### config.mk
export PLATFORM = sky130hd
export DESIGN_NAME = apu_master_ctrl
export DESIGN_NICKNAME = d
export VERILOG_FILES = /design/src/rtl/apu_pkg.sv /design/src/rtl/apu_frame_seq.sv /design/src/rtl/apu_master_ctrl.sv
export SDC_FILE = /design/constraint.sdc
export NUM_CORES = 1
export LEC_CHECK = 0
export ABC_AREA = 1
export CAP_MARGIN = 20
export CORE_MARGIN = 10
export CORE_UTILIZATION = 47
export CTS_CLUSTER_DIAMETER = 60
export DETAILED_ROUTE_END_ITERATION = 10
export HOLD_SLACK_MARGIN = 0.02
export PLACE_DENSITY = 0.95
export SLEW_MARGIN = 20
export SYNTH_ARGS = -nofsm -noshare
export SYNTH_HDL_FRONTEND = slang
export SYNTH_SLANG_ARGS = --single-unit
export TNS_END_PERCENT = 30
### constraint.sdc
create_clock -name apuv_4mhz -period 4.2 [get_ports apuv_4mhz]
set_clock_uncertainty 0.15 [all_clocks]
set_input_delay 1.26 -clock apuv_4mhz [delete_from_list [all_inputs] [get_ports apuv_4mhz]]
set_output_delay 1.26 -clock apuv_4mhz [all_outputs]
set_load 0.01 [all_outputs]
### src/rtl/apu_pkg.sv
// Shared constants, types and the step decode for the APU master control.
package apu_pkg;

  // Bit positions inside the one-hot register select.
  localparam int SEL_FF24 = 0;
  localparam int SEL_FF25 = 1;
  localparam int SEL_FF26 = 2;

  // Frame-sequencer step number (eight steps).
  typedef logic [2:0] seq_step_t;

  // The three sequencer outputs, fired together for one step.
  typedef struct packed {
    logic length;
    logic sweep;
    logic env;
  } seq_ticks_t;

  // Reset values.
  localparam seq_step_t  STEP_RST      = 3'd0;
  localparam seq_ticks_t TICKS_NONE    = '0;
  localparam logic       POWER_RST     = 1'b0;
  localparam logic       TEST_FAST_RST = 1'b0;
  localparam logic [1:0] CE_CNT_RST    = 2'd0;

  // Which ticks a given step produces: length on even steps,
  // sweep on steps 2 and 6, envelope on step 7.
  function automatic seq_ticks_t step_ticks(input seq_step_t step);
    seq_ticks_t t;
    t.length = ~step[0];
    t.sweep  = (step[1:0] == 2'b10);
    t.env    = (step == 3'd7);
    return t;
  endfunction

endpackage

### src/rtl/apu_frame_seq.sv
// Frame sequencer: picks the tick source (div_src edge or fast test counter),
// advances the 8-step counter and registers the per-step tick pulses.
module apu_frame_seq
  import apu_pkg::*;
#(
  parameter int TEST_DIV = 4
) (
  input  logic       clk_i,
  input  logic       nreset_i,
  input  logic       run_i,        // powered and staying powered this edge
  input  logic       test_fast_i,
  input  logic       div_src_i,
  output seq_step_t  step_o,
  output seq_ticks_t ticks_o
);

  localparam int CW = (TEST_DIV > 1) ? $clog2(TEST_DIV) : 1;
  localparam logic [CW-1:0] DIV_LAST = CW'(TEST_DIV - 1);

  logic          div_q;
  logic          div_qq;
  logic [CW-1:0] div_cnt_q;
  logic [CW-1:0] div_cnt_d;
  seq_step_t     step_q;
  seq_step_t     step_d;
  seq_ticks_t    ticks_q;
  seq_ticks_t    ticks_d;
  logic          div_rise;
  logic          tick;

  // Next-state: pick the tick source, advance step and fire ticks; all held idle when not running.
  always_comb begin
    div_rise  = div_q & ~div_qq;
    tick      = test_fast_i ? (div_cnt_q == DIV_LAST) : div_rise;
    div_cnt_d = div_cnt_q;
    step_d    = step_q;
    ticks_d   = TICKS_NONE;
    if (!run_i) begin
      div_cnt_d = '0;
      step_d    = STEP_RST;
    end else begin
      div_cnt_d = (div_cnt_q == DIV_LAST) ? '0 : div_cnt_q + CW'(1);
      if (tick) begin
        ticks_d = step_ticks(step_q);
        step_d  = step_q + 3'd1;
      end
    end
  end

  // State registers; div_src is sampled through two flops so the edge is seen one cycle late.
  always_ff @(posedge clk_i) begin
    if (!nreset_i) begin
      div_q     <= 1'b0;
      div_qq    <= 1'b0;
      div_cnt_q <= '0;
      step_q    <= STEP_RST;
      ticks_q   <= TICKS_NONE;
    end else begin
      div_q     <= div_src_i;
      div_qq    <= div_q;
      div_cnt_q <= div_cnt_d;
      step_q    <= step_d;
      ticks_q   <= ticks_d;
    end
  end

  assign step_o  = step_q;
  assign ticks_o = ticks_q;

endmodule

### src/rtl/apu_master_ctrl.sv
// APU master control: volume/VIN (FF24), panning (FF25) and power/status (FF26)
// registers, APU reset generation, 2/1 MHz clock enables and frame sequencer.
//
// Bus access: apu_wr is a single-cycle write strobe qualified by a one-hot
// reg_sel and takes effect at that edge; reads are combinational while cpu_rd
// is high. There is no back-pressure, so no valid/ready pairing applies.
module apu_master_ctrl
  import apu_pkg::*;
#(
  parameter int DATA_W   = 8,
  parameter int NUM_CH   = 4,
  parameter int TEST_DIV = 4
) (
  input  logic                  apuv_4mhz,
  input  logic                  nreset,
  input  logic                  apu_wr,
  input  logic                  cpu_rd,
  input  logic [2:0]            reg_sel,
  input  logic [DATA_W-1:0]     d_in,
  output logic [DATA_W-1:0]     d_out,
  output logic                  d_oe,
  input  logic                  t1_nt2,
  input  logic                  div_src,
  input  logic [NUM_CH-1:0]     ch_active,
  output logic                  apu_reset,
  output logic                  napu_reset,
  output logic                  ce_2mhz,
  output logic                  ce_1mhz,
  output logic                  length_tick,
  output logic                  sweep_tick,
  output logic                  env_tick,
  output logic [2:0]            seq_step,
  output logic [NUM_CH-1:0]     lmixer,
  output logic [NUM_CH-1:0]     rmixer,
  output logic [DATA_W/2-2:0]   lvolume,
  output logic [DATA_W/2-2:0]   rvolume,
  output logic                  vin_l_ena,
  output logic                  vin_r_ena
);

  localparam int HALF  = DATA_W / 2;
  localparam int VOL_W = HALF - 1;

  logic              power_q,     power_d;
  logic              test_fast_q, test_fast_d;
  logic [DATA_W-1:0] ff24_q,      ff24_d;
  logic [NUM_CH-1:0] lmix_q,      lmix_d;
  logic [NUM_CH-1:0] rmix_q,      rmix_d;
  logic [1:0]        ce_cnt_q,    ce_cnt_d;
  logic              ce2_q,       ce2_d;
  logic              ce1_q,       ce1_d;

  logic              wr24, wr25, wr26;
  logic              run;
  logic [DATA_W-1:0] rd24, rd25, rd26;
  seq_step_t         step;
  seq_ticks_t        ticks;

  assign wr24 = apu_wr & reg_sel[SEL_FF24];
  assign wr25 = apu_wr & reg_sel[SEL_FF25];
  assign wr26 = apu_wr & reg_sel[SEL_FF26];

  // Running means powered now and not being switched off at this edge, so a
  // power-off write silences everything on the same edge.
  assign run = power_q & power_d;

  // Register next-state: FF26 write first, then clear or update FF24/FF25 based on the new power state.
  always_comb begin
    power_d     = power_q;
    test_fast_d = test_fast_q;
    ff24_d      = ff24_q;
    lmix_d      = lmix_q;
    rmix_d      = rmix_q;
    if (wr26) begin
      power_d     = d_in[DATA_W-1];
      test_fast_d = d_in[HALF] & t1_nt2;
    end
    if (!power_d) begin
      test_fast_d = 1'b0;
      ff24_d      = '0;
      lmix_d      = '0;
      rmix_d      = '0;
    end else begin
      if (wr24) ff24_d = d_in;
      if (wr25) begin
        lmix_d = d_in[NUM_CH-1:0];
        rmix_d = d_in[HALF+NUM_CH-1:HALF];
      end
    end
  end

  // Clock-enable next-state: counter restarts from 0 at power-on, pulses registered.
  always_comb begin
    ce_cnt_d = run ? ce_cnt_q + 2'd1 : CE_CNT_RST;
    ce2_d    = run & ce_cnt_q[0];
    ce1_d    = run & (ce_cnt_q == 2'd3);
  end

  // State registers with synchronous active-low reset.
  always_ff @(posedge apuv_4mhz) begin
    if (!nreset) begin
      power_q     <= POWER_RST;
      test_fast_q <= TEST_FAST_RST;
      ff24_q      <= '0;
      lmix_q      <= '0;
      rmix_q      <= '0;
      ce_cnt_q    <= CE_CNT_RST;
      ce2_q       <= 1'b0;
      ce1_q       <= 1'b0;
    end else begin
      power_q     <= power_d;
      test_fast_q <= test_fast_d;
      ff24_q      <= ff24_d;
      lmix_q      <= lmix_d;
      rmix_q      <= rmix_d;
      ce_cnt_q    <= ce_cnt_d;
      ce2_q       <= ce2_d;
      ce1_q       <= ce1_d;
    end
  end

  apu_frame_seq #(
    .TEST_DIV (TEST_DIV)
  ) u_frame_seq (
    .clk_i       (apuv_4mhz),
    .nreset_i    (nreset),
    .run_i       (run),
    .test_fast_i (test_fast_q),
    .div_src_i   (div_src),
    .step_o      (step),
    .ticks_o     (ticks)
  );

  // Read mux: unstored bits read 1; output is zero unless a register is being read.
  always_comb begin
    rd24                      = ff24_q;
    rd25                      = '1;
    rd25[NUM_CH-1:0]          = lmix_q;
    rd25[HALF+NUM_CH-1:HALF]  = rmix_q;
    rd26                      = '1;
    rd26[DATA_W-1]            = power_q;
    rd26[NUM_CH-1:0]          = ch_active;
    d_out                     = '0;
    if (cpu_rd) begin
      if (reg_sel[SEL_FF24]) d_out = d_out | rd24;
      if (reg_sel[SEL_FF25]) d_out = d_out | rd25;
      if (reg_sel[SEL_FF26]) d_out = d_out | rd26;
    end
  end

  assign d_oe        = cpu_rd & (|reg_sel);
  assign apu_reset   = ~power_q;
  assign napu_reset  = power_q;
  assign ce_2mhz     = ce2_q;
  assign ce_1mhz     = ce1_q;
  assign length_tick = ticks.length;
  assign sweep_tick  = ticks.sweep;
  assign env_tick    = ticks.env;
  assign seq_step    = step;
  assign lmixer      = lmix_q;
  assign rmixer      = rmix_q;
  assign lvolume     = ff24_q[VOL_W-1:0];
  assign vin_l_ena   = ff24_q[HALF-1];
  assign rvolume     = ff24_q[DATA_W-2:HALF];
  assign vin_r_ena   = ff24_q[DATA_W-1];

endmodule

==> run_results.csv <==
group,metric,value,unit
status,result_of_the_run,"complete, no violations",
floorplan,initial_core_util,0.489,
final_layout,number_of_antenna_diodes,0,
logic_synthesis,synth_enable_flop_cells,0,
drt,route.vias.total,1432,
drt,drt-pass1-iter-count,4,
cts,h_tree_levels,2,
drt,totalWireLength,3.92,mm
floorplan,rows,20,
timing,clock.fmax,0.244,GHz
logic_synthesis,synth_most_common_cell,"nand2_1",
logic_synthesis,synth-simple-area-share,0.328,
logic_synthesis,synth_fp_nets,230,
drt,drt_first_iter_violations,69,
drt,drt_drc_violations_left,0,
cts,ctsResizeCount,0,
job,max_cap_violations,0,
cts,cts_hold_buffers,0,
worst_setup_path,timing.critical_path.from_type,"input pin",
logic_synthesis,post_synth.cell_area_avg,7.31,um2
timing,tightest_slew,0.321,ns
worst_setup_path,critical_path.endpoint_type,"output port",
floorplan,dieWidth,76.3,um
final_layout,n_fill_cell,265,
power,leakage_power_figure,0.000929,uW
floorplan,die_area,5830,um2
grt,grt_pass1_wl,6.71,mm
logic_synthesis,synth_xor_xnor_area_share,0,
drt,final_antenna_net_count,0,
cts,clk-insertion-delay-late,0.34,ns
floorplan,boundaryPins,56,
timing,number_of_endpoints_with_negative_hold_slack_in_the_final_report,0,
timing,final-max-slew-violation-count,0,
final_layout,post-route-cell-area,2190,um2
worst_setup_path,critical_path_buf_inv_count,4,
logic_synthesis,synthesis.yosys.warnings,0,
logic_synthesis,synth-async-reset-ratio,0,
worst_setup_path,reg2reg_depth,6,
logic_synthesis,synth.area.mux_share,0,
worst_hold_path,holdCritPathClass,"flip-flop to flip-flop",
timing,rsz0062_at_grt,"false",
logic_synthesis,netlist_area,1490,um2
grt,grt_use_total,0.139,
logic_synthesis,yosys.area_share.adder,0.0419,
floorplan,core_footprint,3050,um2
cts,clk_pin_slew_worst_paths,0.11,ns
logic_synthesis,synth_top_area_frac,0.430,
worst_hold_path,min_delay_path_depth,1,
timing,layout_worst_path_cycle_share,0.978,
power,vdd.ir_drop.worst,0.000209,V
worst_hold_path,worstHoldStart,"u_frame_seq.div_cnt_q[0]",
cts,root_driver,"clkbuf_4",
worst_setup_path,worst-setup-path-type,"input pin to output port",
grt,antenna_found_initial,0,
timing,setup_viol_count_final,0,
drt,routed_wire_length_per_instance,12.7,um
timing,setup_total_negative_slack,0,ns
grt,grt_remaining_overflow,0,
placed_design,post_dp_cell_area,2110,um2
timing,post-route-min-period,4.11,ns
final_layout,fraction_of_layout_cells_with_a_size_suffix_above_1,0.110,
power,powerDensity,294,nW/um2
logic_synthesis,synth-compound-area-share,0.0856,
logic_synthesis,synth_ff_type,"dfxtp_1",
timing,slew_headroom,0.785,
worst_setup_path,crit_path_slowest_cell,"clkdlybuf4s50_1",
logic_synthesis,synth_top_area_cell,"dfxtp_1",
logic_synthesis,synth_cell_type_count,18,
worst_setup_path,worst-endpoint-required,2.79,ns
logic_synthesis,synth.yosys.seq_area_share,0.430,
worst_setup_path,worst-endpoint-arrival,2.70,ns
worst_setup_path,path_cells,"clkdlybuf4s50_1 -> buf_12 -> nand2_1 -> nand3_1 -> nand2_1 -> inv_1 -> clkdlybuf4s50_1",
placed_design,detailedPlace.worstSlack,0.0828,ns
final_layout,layout.nets,289,
logic_synthesis,combinational_family_with_the_most_area_after_synthesis,"simple AND/OR/NAND/NOR gates",
drt,routed_via_density,4.65,
worst_setup_path,critical_path.top_delay_family,"buffers and inverters",
cts,cts.sinks,32,
final_layout,syn_to_final_growth,46.7,%
worst_setup_path,ff2ff_setup_slack,2.92,ns
worst_setup_path,worst-path-max-fanout,18,
cts,postCtsSetupBuffers,0,
final_layout,fin_util,0.717,
cts,clock_tree.buffer_depth,2,
logic_synthesis,synth-seq-cells,32,
placed_design,dpl.hpwl,2.96,mm
floorplan,die-height,76.3,um
grt,largest_net_degree_at_the_start_of_global_routing,20,
timing,holdWs,0.287,ns
logic_synthesis,synth.top_cells.by_area,"dfxtp_1, nand2_1, nand3_1, inv_1, a21oi_2",
worst_setup_path,r2r_endpoint,"u_frame_seq.step_o[2]",
placed_design,place.port_buffers,55,
worst_setup_path,reg2reg_from,"u_frame_seq.step_o[0]",
logic_synthesis,post_syn_instances,204,
cts,cts_made_buffers,5,
cts,tritoncts,"yes",
logic_synthesis,synth_common_cells,"nand2_1, dfxtp_1, nand3_1, inv_1, nor2_1",
timing,post-route-worst-setup-slack,0.0942,ns
grt,first_global_vias,1459,
worst_hold_path,holdPathEnd,"u_frame_seq.div_cnt_q[0]",
worst_setup_path,max_stage_delay,0.53,ns
placed_design,gp_congestion,0.827,
==> placed cells by master (no fill, tap or decap), drive strengths merged, types with 5 or more instances in the layout <==
master and n:
a21oi 17, buf 6, clkbuf 5, clkdlybuf4s50 55, dfxtp 32, ha 5
inv 30, nand2 65, nand3 31, nor2 14
==> final cells by class <==
cell class              instances  area, um2  share of cell area
well taps                      44       55.1              0.0252
inverters                      30        113              0.0515
clock inverters                 3       42.5              0.0194
flip-flops and latches         32        641               0.293
clock buffers                   5       37.5              0.0172
multi-input cells             133        679               0.310
repair buffers                 61        621               0.284
==> worst register-to-register path, delay by kind of cell (launching register included) <==
kind | cells | cell delay [ns]
simple gates | 3 | 0.17
buf+inv | 1 | 0.06
fa+ha+maj | 2 | 0.48
flops | 1 | 0.35
==> metal layers <==
layer,vias up,global-route usage,wire length (um)
li1,747,-,-
met1,637,0.152,1670
met2,46,0.234,1950
met3,2,0.0566,261
met4,0,0.0576,36
met5,-,0,0
==> state kept, by name, summed over array words and instances (netlist names) <==
register	count
ce_1mhz	1
ce_cnt_q	2
u_frame_seq.div_cnt_q	2
u_frame_seq.step_o	3
ce_2mhz	1
test_fast_q	1
napu_reset	1
lmixer	4
u_frame_seq.div_qq	1
u_frame_seq.ticks_o	3
rmixer	4
ff24_q	8
u_frame_seq.div_q	1
==> through the flow <==
| step | instances | power (uW) |
|---|---|---|
| 2_1_floorplan | 204 | 369 |
| 3_3_place_gp | 300 | 417 |
| 3_5_place_dp | 300 | 419 |
| 4_1_cts | 308 | 652 |
| 5_1_grt | 308 | 679 |
| 6_report | 308 | 644 |
==> how the worst max path moves through the flow <==
stage                           from       end  cells past startpoint
after global placement    reg_sel[1]  d_out[7]                      7
after detailed placement  reg_sel[1]  d_out[7]                      7
final                     reg_sel[1]  d_out[7]                      7
after CTS                 reg_sel[1]  d_out[7]                      7
after floorplan           reg_sel[0]  d_out[0]                      6
after global routing      reg_sel[1]  d_out[7]                      7
==> logic make-up (layout without fill, tap and decap cells) <==
logic type | after synthesis | count (layout)
AND/OR/NAND/NOR | 110 | 110
buffers and inverters | 39 | 99
flip-flops | 32 | 32
AO/OA/AOI/OAI | 18 | 18
adder cells (fa/ha/maj) | 5 | 5
==> power by group <==
group          switching (uW)  internal, uW  total, uW
combinational            47.8          50.4       98.2
sequential               4.52           309        314
clock                     108           124        232
total                     160           484        644
(Power assumes the default switching activity.)
==> patch 1: new RTL, same settings <==
Register the output `ce_2mhz` once more; this adds one clock of latency there. The other outputs are not delayed to match.
--- a/src/rtl/apu_master_ctrl.sv
+++ b/src/rtl/apu_master_ctrl.sv
@@ -151,7 +151,9 @@
   assign d_oe        = cpu_rd & (|reg_sel);
   assign apu_reset   = ~power_q;
   assign napu_reset  = power_q;
-  assign ce_2mhz     = ce2_q;
+  always_ff @(posedge apuv_4mhz) begin
+    ce_2mhz <= ce2_q;
+  end
   assign ce_1mhz     = ce1_q;
   assign length_tick = ticks.length;
   assign sweep_tick  = ticks.sweep;
Check against the original RTL: not equivalent (a bounded check fails within 4 cycles, from zero or initial values and one cycle with nreset low).
==> patch 1 against the unedited design <==
Area after synthesis grew 1.3%; routed wire length rose by 9.8%; global-route usage grew 0.87 points; worst setup slack lost 0.029 ns; design area grew 1.4%; sequential cell count is 1 higher; total power grew 12%; highest routed layer unchanged.
==> patch 1: results (changes against the unedited design) <==
Synthesis
  • Post-synthesis sequential area ratio: 0.437 (was 0.430)
  • Adder-cell share of the synthesized area: 0.0414 (was 0.0419)
  • Commonest cells post-synth: 62 x nand2_1, 33 x dfxtp_1, 30 x nand3_1 (was 62 x nand2_1, 32 x dfxtp_1, 30 x nand3_1)
  • Synth area leaders: dfxtp_1 44%, nand2_1 15%, nand3_1 9.9% (was dfxtp_1 43%, nand2_1 16%, nand3_1 10%)
  • Syn_nets: 231 (was 230)
  • Ys async rst share: 0 (unchanged)
  • Synth Area in Compound Gates: 0.0844 (was 0.0856)
  • Library cells used by synthesis: 18 (unchanged)
  • Xor and xnor fraction of the mapped netlist area: 0 (unchanged)

Finish
  • Max reg flops: 8 (unchanged)
  • Share of layout cells above drive strength 1: 0.0992 (was 0.110)
  • # diodes: 0 (unchanged)
  • Post-layout nets: 287 (was 289)
  • Reg with most FFs: ff24_q (unchanged)

Power and ir drop
  • Peak supply drop: 279 µV (was 209 µV)
  • P_leak: 0.998 nW (was 0.929 nW)

Run status
  • Outcome: completed (unchanged)

Global route
  • First-pass GRT wire length: 7040 µm (was 6710 µm)
  • GRT Util Overall: 0.148 (was 0.139)
  • Largest net degree at the start of global routing: 20 (unchanged)

Placement
  • Gpl congestion: 0.852 (was 0.827)
  • Final HPWL from detailed placement: 3210 µm (was 2960 µm)

Route
  • Routed via count: 1490 (was 1432)
  • Final WL: 4310 µm (was 3920 µm)
  • Iter 0 DRT Violations: 99 (was 69)

Critical path
  • Data arrival, critical path: 2.72 ns (was 2.70 ns)
  • R2r setup slk: 2.91 ns (was 2.92 ns)
  • Max Fanout on Critical Path: 9 (was 18)
  • Slowest Stage Delay on Critical Path: 0.71 ns (was 0.53 ns)

Clocking
  • Clk_lat worst skew: 0.34 ns (about the same)

STA
  • Worst slew pin tran: 0.725 ns (was 0.321 ns)
## patch 1: changes by cell type after synthesis
cell and change:
dfxtp_1 +1
## patch 1: what timing repair did
item,4_1_cts,5_1_grt
endpoints found under the setup margin,0,4
buffers inserted,0,0
gates resized for setup,0,4
## patch 1: layout make-up
cell class	instances	area (µm²)
fillers	232	860
multi-input cells	133	679
flip-flops and latches	33	661
repair buffers	58	608
inverters	30	113
clock inverters	3	65.1
well taps	44	55.1
clock buffers	5	37.5
## patch 1: cells by family (layout without fill, tap and decap cells)
group	count (synthesis)	in the layout
AO/OA/AOI/OAI	18	18
adder cells (fa/ha/maj)	5	5
buffers and inverters	39	96
flip-flops	33	33
AND/OR/NAND/NOR	110	110
## patch 1: routing by layer
layer	vias to the layer above	routed length [µm]	track usage
met4	0	121	0.0799
met1	682	1730	0.151
met5	-	0	0
met3	8	265	0.0524
li1	752	-	-
met2	48	2190	0.258
## patch 1: worst paths after layout
path              cells after the start                            endpoint                          startpoint
setup / recovery                      3                                d_oe                              cpu_rd
hold / removal                        0                     ce_2mhz$_DFF_P_                    ce2_q$_SDFF_PN0_
setup reg to reg                      6  u_frame_seq.step_o[2]$_SDFFE_PN0P_  u_frame_seq.step_o[0]$_SDFFE_PN0P_
hold reg to reg                       0                     ce_2mhz$_DFF_P_                    ce2_q$_SDFF_PN0_
## patch 1: stage by stage
| stage | setup slack, ns | instance area (µm²) | utilization | cells | hold slack (ns) |
|---|---|---|---|---|---|
| finish | 0.0656 | 2220 | 0.721 | 306 | 0.192 |
| global route | 0.00583 | 2220 | 0.721 | 306 | 0.204 |
| CTS | 0.0440 | 2210 | 0.717 | 306 | 0.193 |
| detailed placement | 0.0528 | 2110 | 0.684 | 298 | 0.165 |
| global placement | 0.0727 | 2110 | 0.684 | 298 | 0.164 |
| floorplan | 0.938 | 1510 | - | 205 | 0.160 |
## patch 1: report_power, final
group          switching, W  leakage (nW)  internal, W   total, W
clock              0.000113        0.0552     0.000184   0.000297
combinational     0.0000498         0.676    0.0000481  0.0000979
sequential       0.00000466         0.267     0.000319   0.000323
==> patch 2: new RTL, same settings <==
Without the edit above. Set the package constant `TEST_FAST_RST` to 1'b1 (it was 1'b0).
--- a/src/rtl/apu_pkg.sv
+++ b/src/rtl/apu_pkg.sv
@@ -20,7 +20,7 @@
   localparam seq_step_t  STEP_RST      = 3'd0;
   localparam seq_ticks_t TICKS_NONE    = '0;
   localparam logic       POWER_RST     = 1'b0;
-  localparam logic       TEST_FAST_RST = 1'b0;
+  localparam logic       TEST_FAST_RST = 1'b1;
   localparam logic [1:0] CE_CNT_RST    = 2'd0;
 
   // Which ticks a given step produces: length on even steps,
Function: same outputs for any inputs over 10 cycles, from zero or initial values and one cycle with nreset low; that may be too few to reach the edited logic, so the function may still have changed.
==> patch 2 against the unedited design <==
Total power fell by 11%; area after synthesis fell by 2.1%; global-route usage rose by 1.3 points; sequential cell count did not move; design area fell by 3.5%; die area fell by 1.6%; cell count fell by 7.5%; critical path depth fell by 4; hold slack got worse by 0.0080 ns; register-to-register slack improved by 0.08 ns; worst setup slack got worse by 0.027 ns; combinational power fell by 15%; routed wire length rose by 1.6%; clock power fell by 22%; critical endpoint is now d_oe; largest power group unchanged.
==> patch 2: results (changes against the unedited design) <==
Run status
  • Outcome: completed (unchanged)

STA
  • Final min period: 4.13 ns (was 4.11 ns)
  • Worst slew pin tran: 0.386 ns (was 0.321 ns)
  • Hold WS: 0.279 ns (was 0.287 ns)

Global route
  • Met3 Track Usage GR: 0.0469 (was 0.0566)
  • First-pass GRT wire length: 6740 µm (was 6710 µm)
  • Largest net degree at the start of global routing: 19 (was 20)
  • Met1 Resource Use GR: 0.160 (was 0.152)
  • Met2 global-route usage: 0.277 (was 0.234)
  • GRT Util Overall: 0.152 (was 0.139)

Critical path
  • Crit path capture: d_oe (was d_out[7])
  • Reg2reg start: u_frame_seq.div_cnt_q[0]$_SDFF_PP0_ (was u_frame_seq.step_o[0]$_SDFFE_PN0P_)
  • R2r setup slk: 3.00 ns (was 2.92 ns)
  • FF-to-FF End: u_frame_seq.ticks_o[0]$_SDFF_PN0_ (was u_frame_seq.step_o[2]$_SDFFE_PN0P_)
  • Worst Setup SP: cpu_rd (was reg_sel[1])
  • Max Fanout on Critical Path: 9 (was 18)
  • Data arrival, critical path: 2.72 ns (was 2.70 ns)
  • R2R depth: 5 (was 6)

Synthesis
  • Syn avg cell area: 7.53 µm² (was 7.31 µm²)
  • Commonest cells post-synth: 56 x nand2_1, 32 x dfxtp_1, 29 x nand3_1 (was 62 x nand2_1, 32 x dfxtp_1, 30 x nand3_1)
  • Syn_nets: 220 (was 230)
  • Post-synthesis sequential area ratio: 0.439 (was 0.430)
  • Synth area leaders: dfxtp_1 44%, nand2_1 14%, nand3_1 9.9% (was dfxtp_1 43%, nand2_1 16%, nand3_1 10%)
  • Library cells used by synthesis: 19 (was 18)

Power and ir drop
  • Switching pwr: 0.000143 W (was 0.000160 W)
  • P_leak: 0.875 nW (was 0.929 nW)
  • Peak supply drop: 197 µV (was 209 µV)

Finish
  • # diodes: 0 (unchanged)
  • Share of layout cells above drive strength 1: 0.0992 (was 0.110)
  • Post-layout util: 0.703 (was 0.717)
  • FILL cells: 219 (was 265)
  • Post-layout nets: 277 (was 289)

Route
  • Top Layer Used: met4 (unchanged)
  • Met2 routed WL: 2100 µm (was 1950 µm)
  • DR vias/cell: 5.10 (was 4.65)
  • Routed via count: 1453 (was 1432)
  • Met3 wire len: 203 µm (was 261 µm)
  • Iter 0 DRT Violations: 114 (was 69)
  • Met1 Routed Length: 1620 µm (was 1670 µm)
  • Routed wire per std cell: 14.0 µm (was 12.7 µm)

Placement
  • Dpl ws: 0.0405 ns (was 0.0828 ns)
  • Final HPWL from detailed placement: 3080 µm (was 2960 µm)

Clocking
  • TritonCTS Buffers: 5 (unchanged)
  • Clock buffer depth: 2 (unchanged)

Min path
  • Worst hold endpoint: u_frame_seq.div_cnt_q[0]$_SDFF_PP0_ (unchanged)
-- patch 2: layout make-up --
class / instances / area (µm²) / area share
Multi-Input combinational cell: 128 / 666 / 0.315
Sequential cell: 32 / 641 / 0.303
Timing Repair Buffer: 60 / 616 / 0.291
Inverter: 24 / 90.1 / 0.0427
Clock buffer: 8 / 58.8 / 0.0278
Tap cell: 33 / 41.3 / 0.0195
-- patch 2: power groups by stage --
stage,clock [W],sequential (W),combinational [W]
2_1_floorplan,0,0.000318,0.0000393
6_report,0.000182,0.000310,0.0000832
5_1_grt,0.000201,0.000311,0.0000910
3_5_place_dp,0,0.000317,0.0000831
3_3_place_gp,0,0.000317,0.0000821
4_1_cts,0.000189,0.000310,0.0000835
-- patch 2: kinds of logic (layout without fill, tap and decap cells) --
logic type               after synthesis  count (layout)  synth area share
flip-flops                            32              32             0.439
adder cells (fa/ha/maj)                5               5            0.0428
AND/OR/NAND/NOR                      100             100             0.305
buffers and inverters                 34              92             0.105
AO/OA/AOI/OAI                         23              23             0.108
